## config.mk

```make
export PLATFORM = sky130hd
export DESIGN_NAME = serial_pad_reader_flat
export DESIGN_NICKNAME = d
export VERILOG_FILES = /design/src/rtl/serial_pad_reader_if.sv /design/src/rtl/serial_pad_reader.sv /design/src/flat_wrapper.sv
export SDC_FILE = /design/constraint.sdc
export NUM_CORES = 1
export LEC_CHECK = 0
export CORE_ASPECT_RATIO = 0.9
export CORE_UTILIZATION = 45
export DETAILED_ROUTE_END_ITERATION = 8
export MAX_ROUTING_LAYER = met4
export PLACE_DENSITY = 0.64
export RECOVER_POWER = 100
export SETUP_SLACK_MARGIN = 0.2
export SLEW_MARGIN = 20
export SYNTH_ARGS = -nofsm -noshare
export SYNTH_HDL_FRONTEND = slang
export SYNTH_SLANG_ARGS = --single-unit
```

## constraint.sdc

```tcl
create_clock -name clk_i -period 3 [get_ports clk_i]
set_clock_uncertainty 0.1 [all_clocks]
set_input_delay 0.45 -clock clk_i [delete_from_list [all_inputs] [get_ports clk_i]]
set_output_delay 0.45 -clock clk_i [all_outputs]
set_load 0.02 [all_outputs]
```

## src/rtl/serial_pad_reader_if.sv

```systemverilog
// Pad-reader bus: poll control, serial pad lines and decoded button state.
// The master side (host/bench) drives the control and pad data; the reader is the slave.
interface serial_pad_reader_if #(
  parameter int unsigned NBITS = 8,
  parameter int unsigned NCH   = 2
);
  logic                  en;
  logic                  trigger;
  logic [NCH-1:0]        pad_data;
  logic                  pad_latch;
  logic                  pad_clk;
  logic [NCH*NBITS-1:0]  buttons;
  logic [NCH*NBITS-1:0]  pressed;
  logic                  valid;
  logic                  busy;

  modport master (
    output en, trigger, pad_data,
    input  pad_latch, pad_clk, buttons, pressed, valid, busy
  );

  modport slave (
    input  en, trigger, pad_data,
    output pad_latch, pad_clk, buttons, pressed, valid, busy
  );
endinterface

```

## src/rtl/serial_pad_reader.sv

```systemverilog
// NES/SNES-style serial pad reader: latches all pads, clocks NBITS bits out of each,
// and publishes the decoded state with newly-pressed edge pulses once per poll.
module serial_pad_reader #(
  parameter int unsigned NBITS = 8,
  parameter int unsigned NCH   = 2,
  parameter int unsigned DIV   = 300,
  parameter int unsigned POLL  = 833333
) (
  input logic                clk_i,
  input logic                rst_ni,
  serial_pad_reader_if.slave bus
);

  localparam int unsigned PW = $clog2(POLL);
  localparam int unsigned TW = $clog2(2 * DIV);
  localparam int unsigned BW = $clog2(NBITS);
  localparam int unsigned NW = NCH * NBITS;

  localparam logic [PW-1:0] PollMax  = PW'(POLL - 1);
  localparam logic [TW-1:0] LatchMax = TW'(2 * DIV - 1);
  localparam logic [TW-1:0] DivMax   = TW'(DIV - 1);
  localparam logic [BW-1:0] BitMax   = BW'(NBITS - 1);

  typedef enum logic [2:0] {StIdle, StLatch, StLow, StHigh, StDone} state_e;

  state_e          state_q;
  logic [PW-1:0]   poll_q;
  logic [TW-1:0]   tmr_q;
  logic [BW-1:0]   bit_q;
  logic [NW-1:0]   samp_q, samp_d;
  logic [NW-1:0]   buttons_q, pressed_q;
  logic            pad_latch_q, pad_clk_q, valid_q, busy_q;

  logic            poll_wrap, start, tmr_last, sample_en;

  always_comb begin
    poll_wrap = bus.en && (poll_q == PollMax);
    // A trigger coinciding with the poll wrap still yields a single start.
    start     = (state_q == StIdle) && (poll_wrap || bus.trigger);
    tmr_last  = (state_q == StLatch) ? (tmr_q == LatchMax) : (tmr_q == DivMax);
    sample_en = ((state_q == StLatch) || (state_q == StHigh)) && tmr_last;
  end

  always_comb begin
    samp_d = samp_q;
    if (sample_en) begin
      for (int c = 0; c < int'(NCH); c++) begin
        samp_d[c * int'(NBITS) + int'(bit_q)] = ~bus.pad_data[c];
      end
    end
  end

  // Free-running poll timer; it keeps counting during transactions.
  always_ff @(posedge clk_i or negedge rst_ni) begin
    if (!rst_ni) begin
      poll_q <= '0;
    end else if (!bus.en || (poll_q == PollMax)) begin
      poll_q <= '0;
    end else begin
      poll_q <= poll_q + 1'b1;
    end
  end

  always_ff @(posedge clk_i or negedge rst_ni) begin
    if (!rst_ni) begin
      state_q     <= StIdle;
      tmr_q       <= '0;
      bit_q       <= '0;
      samp_q      <= '0;
      buttons_q   <= '0;
      pressed_q   <= '0;
      pad_latch_q <= 1'b0;
      pad_clk_q   <= 1'b1;
      valid_q     <= 1'b0;
      busy_q      <= 1'b0;
    end else begin
      valid_q   <= 1'b0;
      pressed_q <= '0;
      unique case (state_q)
        StIdle: begin
          tmr_q <= '0;
          bit_q <= '0;
          if (start) begin
            state_q     <= StLatch;
            pad_latch_q <= 1'b1;
            pad_clk_q   <= 1'b1;
            busy_q      <= 1'b1;
          end
        end
        StLatch: begin
          if (tmr_last) begin
            state_q     <= StLow;
            tmr_q       <= '0;
            bit_q       <= BW'(1);
            samp_q      <= samp_d;
            pad_latch_q <= 1'b0;
            pad_clk_q   <= 1'b0;
          end else begin
            tmr_q <= tmr_q + 1'b1;
          end
        end
        StLow: begin
          if (tmr_last) begin
            state_q   <= StHigh;
            tmr_q     <= '0;
            pad_clk_q <= 1'b1;
          end else begin
            tmr_q <= tmr_q + 1'b1;
          end
        end
        StHigh: begin
          if (tmr_last) begin
            tmr_q  <= '0;
            samp_q <= samp_d;
            if (bit_q == BitMax) begin
              state_q   <= StDone;
              buttons_q <= samp_d;
              pressed_q <= samp_d & ~buttons_q;
              valid_q   <= 1'b1;
            end else begin
              state_q   <= StLow;
              pad_clk_q <= 1'b0;
              bit_q     <= bit_q + 1'b1;
            end
          end else begin
            tmr_q <= tmr_q + 1'b1;
          end
        end
        StDone: begin
          state_q <= StIdle;
          busy_q  <= 1'b0;
        end
        default: state_q <= StIdle;
      endcase
    end
  end

  assign bus.pad_latch = pad_latch_q;
  assign bus.pad_clk   = pad_clk_q;
  assign bus.buttons   = buttons_q;
  assign bus.pressed   = pressed_q;
  assign bus.valid     = valid_q;
  assign bus.busy      = busy_q;

endmodule

```

## src/flat_wrapper.sv

```systemverilog
// flat-port wrapper written by rule: the top's interface ports become plain ports
module serial_pad_reader_flat 
#(
  parameter int unsigned NBITS = 8,
  parameter int unsigned NCH   = 2,
  parameter int unsigned DIV   = 300,
  parameter int unsigned POLL  = 833333
)
  (clk_i, rst_ni, bus_en, bus_trigger, bus_pad_data, bus_pad_latch, bus_pad_clk, bus_buttons, bus_pressed, bus_valid, bus_busy);
  serial_pad_reader_if #(.NBITS(NBITS), .NCH(NCH)) bus_i ();
  input logic clk_i;
  input logic rst_ni;
  input wire logic [$bits(bus_i.en)-1:0] bus_en;
  input wire logic [$bits(bus_i.trigger)-1:0] bus_trigger;
  input wire logic [$bits(bus_i.pad_data)-1:0] bus_pad_data;
  output wire logic [$bits(bus_i.pad_latch)-1:0] bus_pad_latch;
  output wire logic [$bits(bus_i.pad_clk)-1:0] bus_pad_clk;
  output wire logic [$bits(bus_i.buttons)-1:0] bus_buttons;
  output wire logic [$bits(bus_i.pressed)-1:0] bus_pressed;
  output wire logic [$bits(bus_i.valid)-1:0] bus_valid;
  output wire logic [$bits(bus_i.busy)-1:0] bus_busy;
  assign bus_i.en = bus_en;
  assign bus_i.trigger = bus_trigger;
  assign bus_i.pad_data = bus_pad_data;
  assign bus_pad_latch = bus_i.pad_latch;
  assign bus_pad_clk = bus_i.pad_clk;
  assign bus_buttons = bus_i.buttons;
  assign bus_pressed = bus_i.pressed;
  assign bus_valid = bus_i.valid;
  assign bus_busy = bus_i.busy;
  serial_pad_reader #(.NBITS(NBITS), .NCH(NCH), .DIV(DIV), .POLL(POLL)) u_core (.clk_i(clk_i), .rst_ni(rst_ni), .bus(bus_i));
endmodule
```

==> results of run 1 <==
## critical path, cell delays in order (launching register included)
cell and delay (ns):
dfrtp_1 0.43, and2b_1 0.24, or3b_1 0.37, a21oi_1 0.44
nand4_1 0.32, mux2i_1 0.34, o21ai_0 0.11
## flip-flops by register name, indices dropped and copies added (netlist names)
signal                count
u_core.bus.valid          1
u_core.bus.pad_latch      1
u_core.state_q            3
u_core.bus.buttons       16
u_core.tmr_q             10
u_core.bus.busy           1
u_core.bus.pad_clk        1
u_core.samp_q            16
u_core.bit_q              3
u_core.bus.pressed       16
u_core.poll_q            20
## layout by cell type (no fill, tap or decap), types with 4 or more instances in the layout
| master | instances |
|---|---|
| dfrtp_1 | 87 |
| nand2_1 | 41 |
| o21ai_0 | 36 |
| dlygate4sd3_1 | 36 |
| inv_1 | 28 |
| nor2_1 | 28 |
| nor3_1 | 21 |
| nand3_1 | 20 |
| mux2i_1 | 17 |
| xor2_1 | 14 |
| a21oi_1 | 11 |
| nand4_1 | 9 |
| clkbuf_8 | 9 |
| and3_1 | 8 |
| nand2b_1 | 6 |
| xnor2_1 | 5 |
| ha_1 | 5 |
| clkdlybuf4s50_1 | 4 |
## synthesized netlist by cell type, types with 9 or more instances
cell       n  share of area, %
dfrtp_1   87                56
nand2_1   41               4.0
o21ai_0   30               3.9
inv_1     28               2.7
nor2_1    28               2.7
nand3_1   20               2.6
nor3_1    19               2.5
mux2i_1   15               3.9
xor2_1    14               3.2
clkbuf_1  10              0.97
a21oi_1    9               1.2
nand4_1    9               1.5
## cells by family after synthesis
family / Yosys count / share of synthesized area [%]
AND/OR/NAND/NOR: 155 / 20.2
flip-flops: 88 / 56.8
AO/OA/AOI/OAI: 59 / 8.74
buffers and inverters: 39 / 3.81
XOR/XNOR: 19 / 4.29
multiplexers: 17 / 4.58
adder cells (fa/ha/maj): 5 / 1.61
## routing by layer
metal	up-vias	track usage (%)	share of wire, %
met1	1364	26.5	51
li1	1391	-	-
met5	-	-	0
met4	0	4.78	0.79
met3	10	5.05	3.7
met2	50	27.4	44
## per-stage QoR
step                hold WS (ns)  cell area [um2]  cells
global route               0.299             4570    546
detailed placement         0.354             4410    530
CTS                      0.00654             4600    546
global placement           0.351             4410    530
finish                     0.196             4570    546
floorplan                 0.0544             3880    382
## layout make-up
class | instances | share of cell area, %
multi-input combinational | 255 | 32.9
clock inverter | 7 | 1.53
timing repair buffer | 44 | 9.20
inverter | 28 | 2.30
tap | 115 | 3.15
sequential | 88 | 48.2
clock buffer | 9 | 2.71
## worst min path at each step
stage | start | to | slack [ns]
6_report | rst_ni | u_core.poll_q[7] | 0.20
5_1_grt | rst_ni | u_core.poll_q[7] | 0.30
4_1_cts | rst_ni | u_core.poll_q[7] | 0.007
3_5_place_dp | u_core.bus.buttons[3] | u_core.bus.pressed[3] | 0.35
3_3_place_gp | u_core.bus.buttons[6] | u_core.bus.pressed[6] | 0.35
2_1_floorplan | rst_ni | u_core.bit_q[0] | 0.05
## power by group
part           total, mW  switching, mW  internal [mW]  leakage (nW)
Sequential          1.20        0.00683           1.20          1.09
Clock              0.820          0.434          0.386        0.0998
Combinational     0.0600         0.0446         0.0153         0.980
==> summary.txt, run 1 <==
STA
  • Worst slew margin: 21.0%
  • Final Max Slew Viols: 0
  • Endpoints failing setup: 0
  • Slew @ Worst Pin: 1.19 ns
  • Fin. Hold Viols: 0
  • Setup TNS: 0 ns
  • Final WS setup: 0.533 ns
  • Final period util: 82.2%
  • RSZ-0062 raised after global routing: false
  • Final min period: 2.47 ns
  • Max Fclk: 0.405 GHz

Finish
  • Ant diodes: 0
  • Layout cell share with drive strength beyond 1: 4.87%
  • Multi-input logic area: 1500 um2
  • Area grow syn2layout: 17.8%
  • Nets: 437
  • Sequential standard cell area: 2200 um2
  • FILL cells: 731
  • Final Util: 55.8%

Synthesis
  • Post-synth ARST share: 100%
  • Top_reg_cell synth: dfrtp_1
  • Post-synth EDFFs: 0
  • Unique cell type count in the Yosys netlist: 45
  • Cells after Synth: 382
  • Mapped Area: 3880 um2
  • Sequential area share after synthesis: 56.8%
  • Syn. warnings: 0
  • Flops & latches, synth: 88
  • Syn_area_per_cell: 10.2 um2
  • Syn_nets: 393

Setup path
  • Worst R2R End: u_core.bus.buttons[3]
  • CP Launch Point: u_core.tmr_q[8]
  • CP Launch Type: flop
  • Required time worst endpoint: 3.13 ns
  • Worst setup path class: flop to flop
  • Worst Reg-to-Reg Cells: 6
  • Setup crit end kind: flop
  • Register-to-register setup slack: 0.53 ns
  • CP max FO: 7
  • Critical path arrival: 2.60 ns
  • Reg-to-reg critical path startpoint: u_core.tmr_q[8]
  • CP endpoint: u_core.bus.buttons[3]

Floorplanning
  • Die Width: 99.9 um
  • Initial core utilization: 47.4%
  • Die Ht: 90.1 um
  • Die area: 8990 um2
  • Core Area: 8180 um2
  • I/O pins: 42
  • FP Rows: 31

Clock network
  • Sink Count: 88
  • Post-CTS setup buffers: 0
  • Clock Path Buffers: 2
  • Post-CTS sizing: 0
  • CTS tree: done
  • Post-CTS Hold Buffers: 0
  • Worst-Skew Late Latency: 0.36 ns
  • H-tree Lvls: 3
  • Worst-path clk slew: 0.09 ns
  • CTS buffer count: 9
  • CTS root buffer: clkbuf_8

Min path
  • Worst hold path class: primary input to async pin

Drt
  • Via Count: 2,815
  • Drt pass-1 iters: 4
  • Post-DRT Antenna Nets: 0
  • Detailed-route DRC error count: 0
  • Final WL: 7.45 mm
  • Iter 0 DRT Violations: 81
  • Routed wire length per instance: 13.6 um
  • Vias per inst: 5.16

GRT
  • Initial antenna violation count: 0
  • Vias in the first global route: 2,733
  • Gr usage total: 19.0%
  • Largest net degree at the start of global routing: 51
  • Total gr overflow: 0
  • Global-route wire length before repair: 13.1 mm

Outcome
  • Status: finished clean

Job
  • Max Cap Violations: 0

Placed design
  • Post-place setup slack: 0.685 ns
  • HPWL Detailed: 5.09 mm
  • RePlAce Congestion: 0.845
  • Number of port buffers: 41

Power
  • Max IR drop VDD: 0.000260 V
  • Leakage Power: 2.17 nW
  • PD cells: 456 nW/um2
  • Tot Pwr: 2.08 mW
Note: power is estimated with default switching activity, not from simulation.
==> inputs of run 2 (changes only) <==
--- a/config.mk
+++ b/config.mk
@@ -9,7 +9,7 @@
 export CORE_UTILIZATION = 45
 export DETAILED_ROUTE_END_ITERATION = 8
 export MAX_ROUTING_LAYER = met4
-export PLACE_DENSITY = 0.64
+export PLACE_DENSITY = 0.66
 export RECOVER_POWER = 100
 export SETUP_SLACK_MARGIN = 0.2
 export SLEW_MARGIN = 20
==> constraint.sdc (replaced) <==
create_clock -name clk_i -period 2 [get_ports clk_i]
set_clock_uncertainty 0.1 [all_clocks]
set_input_delay 0.3 -clock clk_i [delete_from_list [all_inputs] [get_ports clk_i]]
set_output_delay 0.3 -clock clk_i [all_outputs]
set_load 0.02 [all_outputs]
==> run 2 against run 1 <==
The run now ends with negative setup slack left. Worst setup slack got worse by 0.69 ns. Cell count rose by 9.7%. Core utilization rose by 7.8 points. Wire length rose by 16%. Hold slack improved by 0.16 ns. Combinational power rose by 83%. Design area rose by 14%. Largest cell class unchanged.
==> summary.txt, run 2 (synthesis gave the netlist of run 1 again) <==
STA
  • Slew @ Worst Pin: 0.736 ns (-0.449 ns)
  • Max Fclk: 0.464 GHz (+14%)
  • WHS: 0.356 ns (+0.160 ns)
  • Final period util: 108% (+26 points)
  • RSZ-0062 raised after global routing: true
  • Final WS setup: -0.155 ns (-0.688 ns)
  • Final Max Slew Viols: 0 (unchanged)
  • Final min period: 2.16 ns (-0.312 ns)
  • Worst slew margin: 51.0% (+30 points)
  • Endpoints failing setup: 40 (+40)
  • Fin. Hold Viols: 0 (unchanged)

Clock network
  • Sink Count: 88 (unchanged)
  • H-tree Lvls: 3 (unchanged)
  • Clock Path Buffers: 2 (unchanged)
  • Worst-Skew Late Latency: 0.35 ns (about the same)
  • CTS tree: done
  • CTS root buffer: clkbuf_8
  • CTS buffer count: 9 (unchanged)
  • Worst-path clk slew: 0.08 ns (about the same)

Setup path
  • Register-to-register setup slack: -0.16 ns (-0.69 ns)
  • Critical path arrival: 2.29 ns (-0.31 ns)
  • Worst setup path class: flop to flop
  • Cell mode on critical path: buf_4
  • CP Launch Type: flop
  • CP max FO: 3 (-4)
  • Setup crit end kind: flop
  • Critical-path top delay cell: or3b_4
  • Worst R2R End: u_core.bus.buttons[15]
  • Required time worst endpoint: 2.14 ns (-0.99 ns)
  • Critical-path cell list: and2b_1 -> or3b_4 -> a21o_1 -> buf_4 -> nor3_4 -> mux2i_1 -> buf_4 -> o21ai_1
  • Worst Reg-to-Reg Cells: 8 (+2)
  • Crit path largest cell delay: 0.41 ns (-0.03 ns)
  • Reg-to-reg critical path startpoint: u_core.tmr_q[8]

Min path
  • Hold path endpoint: u_core.bus.pressed[8]
  • Hold-critical path depth: 1
  • Hold wc startpoint: u_core.bus.buttons[8]
  • Worst hold path class: flop to flop

Floorplanning
  • Die Width: 99.9 um (unchanged)
  • Core Area: 8180 um2 (unchanged)
  • FP Rows: 31 (unchanged)
  • Die area: 8990 um2 (unchanged)
  • I/O pins: 42 (unchanged)
  • Die Ht: 90.1 um (unchanged)
  • Initial core utilization: 47.4% (unchanged)

Finish
  • Layout cell share with drive strength beyond 1: 22.7% (+18 points)
  • Most frequent cells in the layout: 86 x dfrtp_1, 39 x buf_4, 36 x nand2_1, 30 x dlygate4sd3_1, 27 x nor2_1
  • Nets: 490 (+12%)
  • Largest register FFs: 20 (unchanged)
  • Most common cell after layout, fill and taps aside: dfrtp_1
  • Ant diodes: 0 (unchanged)
  • Area grow syn2layout: 34.2%
  • Most flops, register: u_core.poll_q

Placed design
  • Post-place setup slack: -0.190 ns (-0.875 ns)
  • HPWL Detailed: 5.48 mm (+7.7%)
  • RePlAce Congestion: 0.807 (-4.5%)
  • Number of port buffers: 41 (unchanged)

GRT
  • GR Layer Usage met1: 27.2% (+0.65 points)
  • Initial antenna violation count: 0 (unchanged)
  • GRT busiest layer: met2
  • Largest net degree at the start of global routing: 51 (unchanged)
  • Total gr overflow: 0 (unchanged)
  • Vias in the first global route: 2,952 (+8.0%)
  • Gr usage total: 20.1% (+1.1 points)
  • M2 GR Usage: 30.7% (+3.3 points)
  • Global-route wire length before repair: 13.9 mm (+6.1%)
  • M3 GR Usage: 3.89% (-1.2 points)

Outcome
  • Status: finished, violations left
  • Failing checks: negative setup slack

Power
  • Sequential power share: 55.8% (-2.0 points)
  • PD cells: 622 nW/um2 (+36%)
  • Tot Pwr: 3.24 mW (+55%)
  • Sw power: 0.702 mW (+45%)
  • Pint: 2.53 mW (+59%)
  • Sw frac: 21.7% (-1.6 points)
  • Clk pwr share: 40.8% (+1.4 points)
  • Max IR drop VDD: 0.000377 V (+45%)
  • Leakage Power: 2.45 nW (+13%)
  • Gate power share: 3.4% (+0.5 points)

Drt
  • Final WL: 8.64 mm (+16%)
  • Routed wire length per instance: 14.4 um (+5.7%)
  • Iter 0 DRT Violations: 97 (+20%)
  • Drt pass-1 iters: 4 (unchanged)
  • Detailed-route DRC error count: 0 (unchanged)
  • Via Count: 3,086 (+9.6%)
  • Vias per inst: 5.15 (about the same)
  • Post-DRT Antenna Nets: 0 (unchanged)

Job
  • Max Cap Violations: 0 (unchanged)
-- run 2: cell count changes in the layout (fill, tap and decap cells not counted), moves of 4 or more --
cell,before,now
a21oi_1,11,7
buf_4,1,39
buf_6,0,6
clkbuf_1,2,12
dlygate4sd3_1,36,30
mux2i_1,17,11
mux2i_4,0,4
nand2_1,41,36
nor3_1,21,16
nor3_2,0,4
o21ai_0,36,14
o21ai_1,0,19
-- run 2: what timing repair did --
action,in CTS,in global routing
hold buffers,1,0
endpoints found under the hold margin,58,0
endpoints found under the setup margin,62,94
gates cloned,0,1
resized for setup,31,45
setup buffers,12,7
pin swaps,15,18
-- run 2: worst max-delay path: cells and delay by family (launching register included) --
kind | cells | cell delay (ns)
AOI/OAI and AO/OA | 2 | 0.25
muxes | 1 | 0.24
DFF | 1 | 0.37
buffers and inverters | 2 | 0.30
and+or+nand+nor | 3 | 0.79
-- run 2: per-stage QoR --
step	setup TNS, ns	cell area [um2]	utilization [%]	instances
after floorplan	-0.223	3890	-	382
after global placement	-2.29	4700	57.4	562
after detailed placement	-5.10	4700	57.4	562
after CTS	-1.94	5110	62.4	591
after global routing	-7.42	5200	63.6	599
final	-2.67	5200	63.6	599
-- run 2: cell type report --
cell class	instances	area, um2
flip-flops and latches	88	2200
fillers	647	2980
clock buffers	11	131
multi-input cells	255	1720
inverters	28	105
clock inverters	5	81.3
well taps	115	144
repair buffers	97	822
-- run 2: routing by layer --
| layer | vias to the layer above | part of all wire [%] |
|---|---|---|
| met1 | 1525 | 47 |
| met2 | 42 | 49 |
| met4 | 0 | 1.4 |
| li1 | 1509 | - |
| met3 | 10 | 3.3 |
| met5 | - | 0 |
-- run 2: how the worst max path moves through the flow --
stage	from	to	slack, ns	cells past startpoint
finish	u_core.tmr_q[8]	u_core.bus.buttons[15]	-0.16	8
global route	u_core.tmr_q[8]	u_core.bus.buttons[7]	-0.25	8
CTS	u_core.tmr_q[8]	u_core.bus.pressed[5]	-0.14	6
detailed placement	u_core.tmr_q[8]	u_core.bus.buttons[6]	-0.19	6
global placement	u_core.tmr_q[0]	u_core.tmr_q[5]	-0.1	7
floorplan	u_core.tmr_q[8]	u_core.bus.buttons[14]	-0.05	6
-- run 2: power by group through the flow --
stage | Clock [mW] | Combinational, mW | Sequential (mW)
final | 1.32 | 0.110 | 1.81
after global routing | 1.42 | 0.126 | 1.81
after CTS | 1.35 | 0.117 | 1.81
after detailed placement | 0 | 0.110 | 1.84
after global placement | 0 | 0.107 | 1.84
after floorplan | 0 | 0.0368 | 1.84
